**src/rtl/image_rgb_ycbcr_conv_if.sv**
```systemverilog
// Video bus for the RGB-to-YCbCr converter: input timing/pixels, mode request,
// and the delayed timing, converted pixels and status coming back.
interface image_rgb_ycbcr_conv_if #(
    parameter int unsigned DW = 8
);
    logic [1:0]    mode;
    logic          per_frame_vsync;
    logic          per_frame_href;
    logic          per_frame_hsync;
    logic          per_frame_clken;
    logic [DW-1:0] per_img_red;
    logic [DW-1:0] per_img_green;
    logic [DW-1:0] per_img_blue;
    logic          post_frame_vsync;
    logic          post_frame_href;
    logic          post_frame_hsync;
    logic          post_frame_clken;
    logic [DW-1:0] post_img_Y;
    logic [DW-1:0] post_img_Cb;
    logic [DW-1:0] post_img_Cr;
    logic          post_sat;
    logic [1:0]    mode_active;

    modport master (
        output mode, per_frame_vsync, per_frame_href, per_frame_hsync, per_frame_clken,
        output per_img_red, per_img_green, per_img_blue,
        input  post_frame_vsync, post_frame_href, post_frame_hsync, post_frame_clken,
        input  post_img_Y, post_img_Cb, post_img_Cr, post_sat, mode_active
    );

    modport slave (
        input  mode, per_frame_vsync, per_frame_href, per_frame_hsync, per_frame_clken,
        input  per_img_red, per_img_green, per_img_blue,
        output post_frame_vsync, post_frame_href, post_frame_hsync, post_frame_clken,
        output post_img_Y, post_img_Cb, post_img_Cr, post_sat, mode_active
    );
endinterface

```
**src/rtl/image_rgb_ycbcr_conv.sv**
```systemverilog
// Three-stage pipelined RGB-to-YCbCr 4:4:4 converter with frame-synchronous
// mode selection, half-up rounding, saturation and aligned sync delay.
module image_rgb_ycbcr_conv #(
    parameter int unsigned DW       = 8,
    parameter int unsigned MODE_RST = 0
) (
    input logic                  clk,
    input logic                  rst_n,
    image_rgb_ycbcr_conv_if.slave bus
);
    localparam int unsigned AW = DW + 11;
    typedef logic signed [AW-1:0] acc_t;

    localparam acc_t       OFF_H     = acc_t'(2 ** (DW + 7));  // 2^(DW-1) scaled by 256
    localparam acc_t       OFF_L     = acc_t'(2 ** (DW + 4));  // 16*2^(DW-8) scaled by 256
    localparam acc_t       RND       = acc_t'(128);
    localparam acc_t       MAX_V     = acc_t'(2 ** DW - 1);
    localparam logic [1:0] MODE_INIT = 2'(MODE_RST);

    logic                vsync_prev_q;
    logic [1:0]          mode_active_q;
    logic signed [9:0]   coef [3][3];
    acc_t                comp [3];
    acc_t                prod_q [3][3];
    logic [1:0]          tag1_q;
    acc_t                off [3];
    acc_t                sum_q [3];
    logic [1:0]          tag2_q;
    acc_t                shifted [3];
    logic [DW-1:0]       res_d [3];
    logic                sat_d;
    logic [DW-1:0]       res_q [3];
    logic                sat_q;
    logic [3:0]          sync_q [3];

    // Latch the requested mode only on a vsync rising edge.
    always_ff @(posedge clk or negedge rst_n) begin
        if (!rst_n) begin
            vsync_prev_q  <= 1'b0;
            mode_active_q <= MODE_INIT;
        end else begin
            vsync_prev_q <= bus.per_frame_vsync;
            if (bus.per_frame_vsync && !vsync_prev_q) begin
                mode_active_q <= bus.mode;
            end
        end
    end

    // Coefficient matrix for the active mode; bypass is identity x256 with no offset.
    always_comb begin
        for (int c = 0; c < 3; c++) begin
            for (int i = 0; i < 3; i++) begin
                coef[c][i] = '0;
            end
        end
        unique case (mode_active_q)
            2'd0: begin
                coef[0][0] =  10'sd77;  coef[0][1] =  10'sd150; coef[0][2] =  10'sd29;
                coef[1][0] = -10'sd43;  coef[1][1] = -10'sd85;  coef[1][2] =  10'sd128;
                coef[2][0] =  10'sd128; coef[2][1] = -10'sd107; coef[2][2] = -10'sd21;
            end
            2'd1: begin
                coef[0][0] =  10'sd54;  coef[0][1] =  10'sd183; coef[0][2] =  10'sd19;
                coef[1][0] = -10'sd29;  coef[1][1] = -10'sd99;  coef[1][2] =  10'sd128;
                coef[2][0] =  10'sd128; coef[2][1] = -10'sd116; coef[2][2] = -10'sd12;
            end
            2'd2: begin
                coef[0][0] =  10'sd66;  coef[0][1] =  10'sd129; coef[0][2] =  10'sd25;
                coef[1][0] = -10'sd38;  coef[1][1] = -10'sd74;  coef[1][2] =  10'sd112;
                coef[2][0] =  10'sd112; coef[2][1] = -10'sd94;  coef[2][2] = -10'sd18;
            end
            2'd3: begin
                coef[0][0] = 10'sd256;
                coef[1][1] = 10'sd256;
                coef[2][2] = 10'sd256;
            end
        endcase
    end

    assign comp[0] = acc_t'(bus.per_img_red);
    assign comp[1] = acc_t'(bus.per_img_green);
    assign comp[2] = acc_t'(bus.per_img_blue);

    // Stage 1: nine products plus the mode tag of this pixel.
    always_ff @(posedge clk or negedge rst_n) begin
        if (!rst_n) begin
            for (int c = 0; c < 3; c++) begin
                for (int i = 0; i < 3; i++) begin
                    prod_q[c][i] <= '0;
                end
            end
            tag1_q <= 2'd0;
        end else begin
            for (int c = 0; c < 3; c++) begin
                for (int i = 0; i < 3; i++) begin
                    prod_q[c][i] <= acc_t'(coef[c][i]) * comp[i];
                end
            end
            tag1_q <= mode_active_q;
        end
    end

    // Offsets follow the pixel's own mode tag, not the current mode_active.
    always_comb begin
        off[0] = (tag1_q == 2'd2) ? OFF_L : '0;
        off[1] = (tag1_q == 2'd3) ? '0 : OFF_H;
        off[2] = (tag1_q == 2'd3) ? '0 : OFF_H;
    end

    // Stage 2: row sums with offset and rounding constant.
    always_ff @(posedge clk or negedge rst_n) begin
        if (!rst_n) begin
            for (int c = 0; c < 3; c++) begin
                sum_q[c] <= '0;
            end
            tag2_q <= 2'd0;
        end else begin
            for (int c = 0; c < 3; c++) begin
                sum_q[c] <= prod_q[c][0] + prod_q[c][1] + prod_q[c][2] + off[c] + RND;
            end
            tag2_q <= tag1_q;
        end
    end

    // Scale back down and clamp each channel to [0, 2^DW-1].
    always_comb begin
        sat_d = 1'b0;
        for (int c = 0; c < 3; c++) begin
            shifted[c] = sum_q[c] >>> 8;
            res_d[c]   = shifted[c][DW-1:0];
            if (shifted[c][AW-1]) begin
                res_d[c] = '0;
                sat_d    = 1'b1;
            end else if (shifted[c] > MAX_V) begin
                res_d[c] = '1;
                sat_d    = 1'b1;
            end
        end
        if (tag2_q == 2'd3) begin
            sat_d = 1'b0;
        end
    end

    // Stage 3: saturated results and the per-pixel clip flag.
    always_ff @(posedge clk or negedge rst_n) begin
        if (!rst_n) begin
            for (int c = 0; c < 3; c++) begin
                res_q[c] <= '0;
            end
            sat_q <= 1'b0;
        end else begin
            for (int c = 0; c < 3; c++) begin
                res_q[c] <= res_d[c];
            end
            sat_q <= sat_d;
        end
    end

    // Sync signals ride a 3-deep shift register to stay aligned with the data.
    always_ff @(posedge clk or negedge rst_n) begin
        if (!rst_n) begin
            for (int s = 0; s < 3; s++) begin
                sync_q[s] <= '0;
            end
        end else begin
            sync_q[0] <= {bus.per_frame_vsync, bus.per_frame_href,
                          bus.per_frame_hsync, bus.per_frame_clken};
            sync_q[1] <= sync_q[0];
            sync_q[2] <= sync_q[1];
        end
    end

    assign bus.post_frame_vsync = sync_q[2][3];
    assign bus.post_frame_href  = sync_q[2][2];
    assign bus.post_frame_hsync = sync_q[2][1];
    assign bus.post_frame_clken = sync_q[2][0];
    assign bus.post_img_Y       = sync_q[2][2] ? res_q[0] : '0;
    assign bus.post_img_Cb      = sync_q[2][2] ? res_q[1] : '0;
    assign bus.post_img_Cr      = sync_q[2][2] ? res_q[2] : '0;
    assign bus.post_sat         = sync_q[2][2] & sat_q;
    assign bus.mode_active      = mode_active_q;
endmodule

```
**src/flat_wrapper.sv**
```systemverilog
// flat-port wrapper written by rule: the top's interface ports become plain ports
module image_rgb_ycbcr_conv_flat 
#(
    parameter int unsigned DW       = 8,
    parameter int unsigned MODE_RST = 0
)
  (clk, rst_n, bus_mode, bus_per_frame_vsync, bus_per_frame_href, bus_per_frame_hsync, bus_per_frame_clken, bus_per_img_red, bus_per_img_green, bus_per_img_blue, bus_post_frame_vsync, bus_post_frame_href, bus_post_frame_hsync, bus_post_frame_clken, bus_post_img_Y, bus_post_img_Cb, bus_post_img_Cr, bus_post_sat, bus_mode_active);
  image_rgb_ycbcr_conv_if #(.DW(DW)) bus_i ();
  input logic clk;
  input logic rst_n;
  input wire logic [$bits(bus_i.mode)-1:0] bus_mode;
  input wire logic [$bits(bus_i.per_frame_vsync)-1:0] bus_per_frame_vsync;
  input wire logic [$bits(bus_i.per_frame_href)-1:0] bus_per_frame_href;
  input wire logic [$bits(bus_i.per_frame_hsync)-1:0] bus_per_frame_hsync;
  input wire logic [$bits(bus_i.per_frame_clken)-1:0] bus_per_frame_clken;
  input wire logic [$bits(bus_i.per_img_red)-1:0] bus_per_img_red;
  input wire logic [$bits(bus_i.per_img_green)-1:0] bus_per_img_green;
  input wire logic [$bits(bus_i.per_img_blue)-1:0] bus_per_img_blue;
  output wire logic [$bits(bus_i.post_frame_vsync)-1:0] bus_post_frame_vsync;
  output wire logic [$bits(bus_i.post_frame_href)-1:0] bus_post_frame_href;
  output wire logic [$bits(bus_i.post_frame_hsync)-1:0] bus_post_frame_hsync;
  output wire logic [$bits(bus_i.post_frame_clken)-1:0] bus_post_frame_clken;
  output wire logic [$bits(bus_i.post_img_Y)-1:0] bus_post_img_Y;
  output wire logic [$bits(bus_i.post_img_Cb)-1:0] bus_post_img_Cb;
  output wire logic [$bits(bus_i.post_img_Cr)-1:0] bus_post_img_Cr;
  output wire logic [$bits(bus_i.post_sat)-1:0] bus_post_sat;
  output wire logic [$bits(bus_i.mode_active)-1:0] bus_mode_active;
  assign bus_i.mode = bus_mode;
  assign bus_i.per_frame_vsync = bus_per_frame_vsync;
  assign bus_i.per_frame_href = bus_per_frame_href;
  assign bus_i.per_frame_hsync = bus_per_frame_hsync;
  assign bus_i.per_frame_clken = bus_per_frame_clken;
  assign bus_i.per_img_red = bus_per_img_red;
  assign bus_i.per_img_green = bus_per_img_green;
  assign bus_i.per_img_blue = bus_per_img_blue;
  assign bus_post_frame_vsync = bus_i.post_frame_vsync;
  assign bus_post_frame_href = bus_i.post_frame_href;
  assign bus_post_frame_hsync = bus_i.post_frame_hsync;
  assign bus_post_frame_clken = bus_i.post_frame_clken;
  assign bus_post_img_Y = bus_i.post_img_Y;
  assign bus_post_img_Cb = bus_i.post_img_Cb;
  assign bus_post_img_Cr = bus_i.post_img_Cr;
  assign bus_post_sat = bus_i.post_sat;
  assign bus_mode_active = bus_i.mode_active;
  image_rgb_ycbcr_conv #(.DW(DW), .MODE_RST(MODE_RST)) u_core (.clk(clk), .rst_n(rst_n), .bus(bus_i));
endmodule
```
**config.mk**
```make
export PLATFORM = sky130hd
export DESIGN_NAME = image_rgb_ycbcr_conv_flat
export DESIGN_NICKNAME = d
export VERILOG_FILES = /design/src/rtl/image_rgb_ycbcr_conv_if.sv /design/src/rtl/image_rgb_ycbcr_conv.sv /design/src/flat_wrapper.sv
export SDC_FILE = /design/constraint.sdc
export NUM_CORES = 1
export LEC_CHECK = 0
export BUFFER_PORTS_ARGS = -buffer_cell sky130_fd_sc_hd__buf_2
export CAP_MARGIN = 20
export CORE_ASPECT_RATIO = 0.7
export CORE_MARGIN = 8
export CORE_UTILIZATION = 40
export DETAILED_ROUTE_END_ITERATION = 7
export PLACE_DENSITY = 0.57
export SLEW_MARGIN = 20
export SYNTH_ARGS = -nofsm -noshare
export SYNTH_HDL_FRONTEND = slang
export SYNTH_SLANG_ARGS = --single-unit
```
**constraint.sdc**
```tcl
create_clock -name clk -period 9.3 [get_ports clk]
set_input_delay 1.86 -clock clk [delete_from_list [all_inputs] [get_ports clk]]
set_output_delay 1.86 -clock clk [all_outputs]
set_load 0.05 [all_outputs]
```
Word level (Yosys, flattened, before mapping)
Cells that the tools add are included.

Word-level logic and storage cells: 80. Flip-flop bits (word level): 272. Bits of input ports: 32. Output and inout bits: 31.

Mux-type cells: 23. Reductions and logical operators: 3. Add/sub/neg operators: 12. $mul: 9. Equal/unequal tests: 6. Order comparisons: 3. Bitwise operators: 1.

Operator list (count): $add 19x19->19 (9); $pmux 28 s3 (2); $mul 10x9->19 (7); $pmux 10 s4 (3); $mux 8 (9); $add 19x9->19 const B (3); $gt 11x9->1 const B (3); $mul 8x8->16 (2); $mux 16 (1); $mux 13 (1); $eq 2x2->1 const B (5); $mux 1 (7); $eq 2x1->1 const B (1); $logic_not 2->1 (1); $and 1x1->1 (1); $logic_and 1x1->1 (1); $logic_not 1->1 (1).

Longest topological paths before layout
Depth after elaboration: 8. Depth in mapped cells: 25. Gate-level depth less buffers: 24.

Worst setup path before layout
No wires, ideal clock.

Kind: input -> register. Start: in bus_per_img_blue[0]. End: reg u_core.prod_q[13] (netlist name). Stages on the path: 16. Path slack: 3.407 ns. Data required time: 9.220 ns. Arrival time: 5.813 ns. Setup time: 0.080 ns. Cell sequence: nand2b_1 inv_1 fa_1 inv_1 fa_1 fa_1 fa_1 inv_1 ha_1 inv_1 o21ai_1 a211o_1 a31oi_2 o21bai_1 a21oi_1 xnor2_1.

Longest elaborated chain between the ends: 1.

RTL lines: from (decl) (line flat_wrapper.sv:18) `input wire logic [$bits(bus_i.per_img_blue)-1:0] bus_per_img_blue;`; $mul 10x9->19 (line image_rgb_ycbcr_conv.sv:96) `prod_q[c][i] <= acc_t'(coef[c][i]) * comp[i];`; to (signal, indexed assignment) (line image_rgb_ycbcr_conv.sv:96); to (decl) (line image_rgb_ycbcr_conv.sv:24) `acc_t prod_q [3][3];`.

No other way between the ends. A chain may end at the register's enable or synchronous reset.

==> flow_metrics.env <==
export IMPL_root_buffer="clkbuf_16"
export IMPL_critPathCaptureType="flip-flop"
export IMPL_synth_cells=2662
export IMPL_slew_viol_final=0
export IMPL_cts_tree="done"
export IMPL_multiInputGateArea_um2=18000
export IMPL_rsz0062_at_grt="false"
export IMPL_final_net_count=3577
export IMPL_hold_viol=0
export IMPL_rrSetupSlack_ns=3.12
export IMPL_worstRegToRegCells=22
export IMPL_min_period_ns=6.18
export IMPL_coreArea_um2=66000
export IMPL_hp_class="flip-flop to flip-flop"
export IMPL_first_global_vias=19100
export IMPL_ctsLongestPathBuffers=3
export IMPL_finalCritPeriodShare=0.665
export IMPL_grt_pass1_wl_um=104000
export IMPL_tightest_slew_ns=0.950
export IMPL_tns_ns=0
export IMPL_diodes=0
export IMPL_synth_area_top_cells="fa_1 (27%), dfrtp_1 (21%), ha_1 (21%)"
export IMPL_cp_arrival_ns=6.57
export IMPL_drive_gt1_frac=0.0522
export IMPL_viasPerCell=4.73
export IMPL_grt_start_max_net_pins=165
export IMPL_clk_pin_slew_worst_paths_ns=0.06
export IMPL_syn_num_nets=3503
export IMPL_clock_sinks=228
export IMPL_synthFlopType="dfrtp_1"
export IMPL_synth_edff_count=0
export IMPL_synth_seq_cells=228
export IMPL_vias=17300
export IMPL_floorplan_initialDensity=0.402
export IMPL_htreeDepth=1
export IMPL_fmax_mhz=162
export IMPL_die_y_um=232
export IMPL_place_inst=3597
export IMPL_synth_async_reset_ratio=1.00
export IMPL_crit_fanout=31
export IMPL_post_cts_resized=0
export IMPL_startpoint="u_core.bus.mode_active[0]$_DFFE_PN0P_"
export IMPL_required_ns=9.69
export IMPL_grt_ovfl_total=0
export IMPL_dp_final_hpwl_um=54400
export IMPL_critPathKind="flip-flop to flip-flop"
export IMPL_dr_pass1_iters=5
export IMPL_nFillCells=6423
export IMPL_ant_nets=0
export IMPL_timing_rr_start="u_core.bus.mode_active[0]$_DFFE_PN0P_"
export IMPL_io_buffer_count=62
export IMPL_syn_to_final_growth_pct=9.08
export IMPL_rows=79
export IMPL_track_usage=0.176
export IMPL_timing_critical_path_mode_cell="inv_1"
export IMPL_critPathMaxStageDelay_ns=0.51
export IMPL_final_cells=3648
export IMPL_drv_cap=0
export IMPL_synth_top_area_cell="fa_1"
export IMPL_synth_distinct_cells=53
export IMPL_clk_insertion_delay_late_ns=0.57
export IMPL_fin_util=0.439
export IMPL_slowest_stage="nor3b_1"
export IMPL_wirelength_um=63200
export IMPL_drt_iter0_drc=878
export IMPL_setup_viol=0
export IMPL_start_kind="flip-flop"
export IMPL_cp_cell_sequence="buf_4 > ha_1 > buf_4 > nor2_1 > buf_4 > nor2_1 > inv_1 > ha_1 > fa_1 > inv_1 > fa_1 > inv_1 > fa_1 > inv_1 > ha_1 > inv_1 > o21bai_1 > a21oi_1 > o21a_1 > nor3_1 > a211oi_1 > nor3b_1"
export IMPL_ios=63
export IMPL_outcome="complete, no violations"
export IMPL_synth_area_um2=26600
export IMPL_worstSetupEndpoint="u_core.prod_q[149]$_DFF_PN0_"
export IMPL_relSlewSlack=0.367
export IMPL_drc=0
export IMPL_antenna_found_initial=1
export IMPL_seq_area_um2=5710
export IMPL_ys_seq_area_frac=0.215
export IMPL_die_area_um2=75000
export IMPL_syn_area_per_cell_um2=9.98
export IMPL_yosys_area_top_type_share=0.272
export IMPL_place_congestion=0.908
export IMPL_rr_endpoint="u_core.prod_q[149]$_DFF_PN0_"
export IMPL_clock_skew_ns=0.0333
export IMPL_cts_setup_buffers=0
export IMPL_ys_warn_count=0
export IMPL_numCtsBuffers=28
export IMPL_die_w_um=324
export IMPL_routedWlPerCell_um=17.3
export IMPL_hold_buffers=0
[registers in the layout (all words and copies together), names as in the netlist]
signal and count:
u_core.sat_q 1, u_core.prod_q 152, u_core.bus.mode_active 2, u_core.sync_q 8, u_core.bus.post_frame_href 1, u_core.shifted 33
u_core.res_q 24, u_core.bus.post_frame_clken 1, u_core.bus.post_frame_hsync 1, u_core.tag2_q 2, u_core.tag1_q 2, u_core.bus.post_frame_vsync 1
[worst min path at each step]
| stage | startpoint | endpoint | slack (ns) | cells past startpoint |
|---|---|---|---|---|
| final | u_core.sync_q[6]$_DFF_PN0_ | u_core.bus.post_frame_href$_DFF_PN0_ | 0.35 | 0 |
| after floorplan | u_core.sync_q[4]$_DFF_PN0_ | u_core.bus.post_frame_clken$_DFF_PN0_ | 0.33 | 0 |
| after CTS | u_core.sync_q[6]$_DFF_PN0_ | u_core.bus.post_frame_href$_DFF_PN0_ | 0.35 | 0 |
| after detailed placement | u_core.sync_q[10]$_DFF_PN0_ | u_core.sync_q[6]$_DFF_PN0_ | 0.33 | 0 |
| after global routing | u_core.sync_q[5]$_DFF_PN0_ | u_core.bus.post_frame_hsync$_DFF_PN0_ | 0.37 | 0 |
| after global placement | u_core.sync_q[4]$_DFF_PN0_ | u_core.bus.post_frame_clken$_DFF_PN0_ | 0.33 | 0 |
[cell type report]
| cell class | instances | share of cell area |
|---|---|---|
| multi-input cells | 1680 | 0.622 |
| repair buffers | 71 | 0.0138 |
| inverters | 727 | 0.0942 |
| clock inverters | 15 | 0.00682 |
| flip-flops and latches | 228 | 0.197 |
| well taps | 891 | 0.0385 |
| clock buffers | 36 | 0.0276 |
[through the flow]
| stage | hold slack, ns | instance area [um^2] | setup slack [ns] |
|---|---|---|---|
| after floorplan | 0.331 | 26600 | 3.41 |
| after detailed placement | 0.335 | 28000 | 2.83 |
| after CTS | 0.348 | 29000 | 3.27 |
| after global placement | 0.331 | 28000 | 2.93 |
| after global routing | 0.365 | 29000 | 2.84 |
| final | 0.346 | 29000 | 3.12 |
[metal layers]
layer,vias to the layer above,GRT usage,wire length (um)
met4,0,0.0315,1110
li1,8256,-,-
met2,325,0.267,26600
met1,8610,0.256,30900
met5,-,0,0
met3,60,0.0443,4570
[synth_stat cells (all sizes together) (34+ instances only)]
cell and n:
nand2b 34, nand2 109, nor2b 38, o21ai 54
and2 103, dfrtp 228, fa 361, nor2 134
xnor2 102, a21oi 84, inv 727, ha 448
[cells by family (layout without fill, tap and decap cells)]
group,after synthesis,count (layout),share of synthesized area
AO/OA/AOI/OAI,253,253,0.0613
XOR/XNOR,134,134,0.0442
adder cells (fa/ha/maj),809,809,0.483
buffers and inverters,754,849,0.107
flip-flops,228,228,0.215
multiplexers,2,2,0.000754
AND/OR/NAND/NOR,482,482,0.0891
[layout by cell type, fill, tap and decap left out, types with 6 or more instances in the layout]
cell type  synthesis  layout
nor2_1           133     133
nand2_1          109     109
or2_2             12      12
buf_4              0       8
xnor2_1          102     102
o21ai_1           21      21
o21a_1            17      17
ha_1             448     448
fa_1             361     361
nor3_1            22      22
clkbuf_16          0      28
o21bai_1          17      17
xor2_1            32      32
inv_1            727     727
a21o_1            31      31
clkbuf_8           0       7
o21ai_0           32      32
clkinv_2           0       7
and2_1           103     103
a21boi_0           6       6
a21oi_1           84      84
nand3_1           17      17
nand2b_1          34      34
nor2b_1           38      38
dfrtp_1          228     228
buf_2              0      61
[worst max-delay path: cells and delay by family (launching register included)]
kind,cells,cell delay [ns]
AND/OR/NAND/NOR,4,1.28
AO/OA/AOI/OAI,4,0.58
buffers and inverters,8,1.36
adder cells (fa/ha/maj),6,2.40
flip-flops,1,0.32
Power is not shown: default switching activity piles up to over one toggle a cycle in this logic, so the estimate is an artifact.
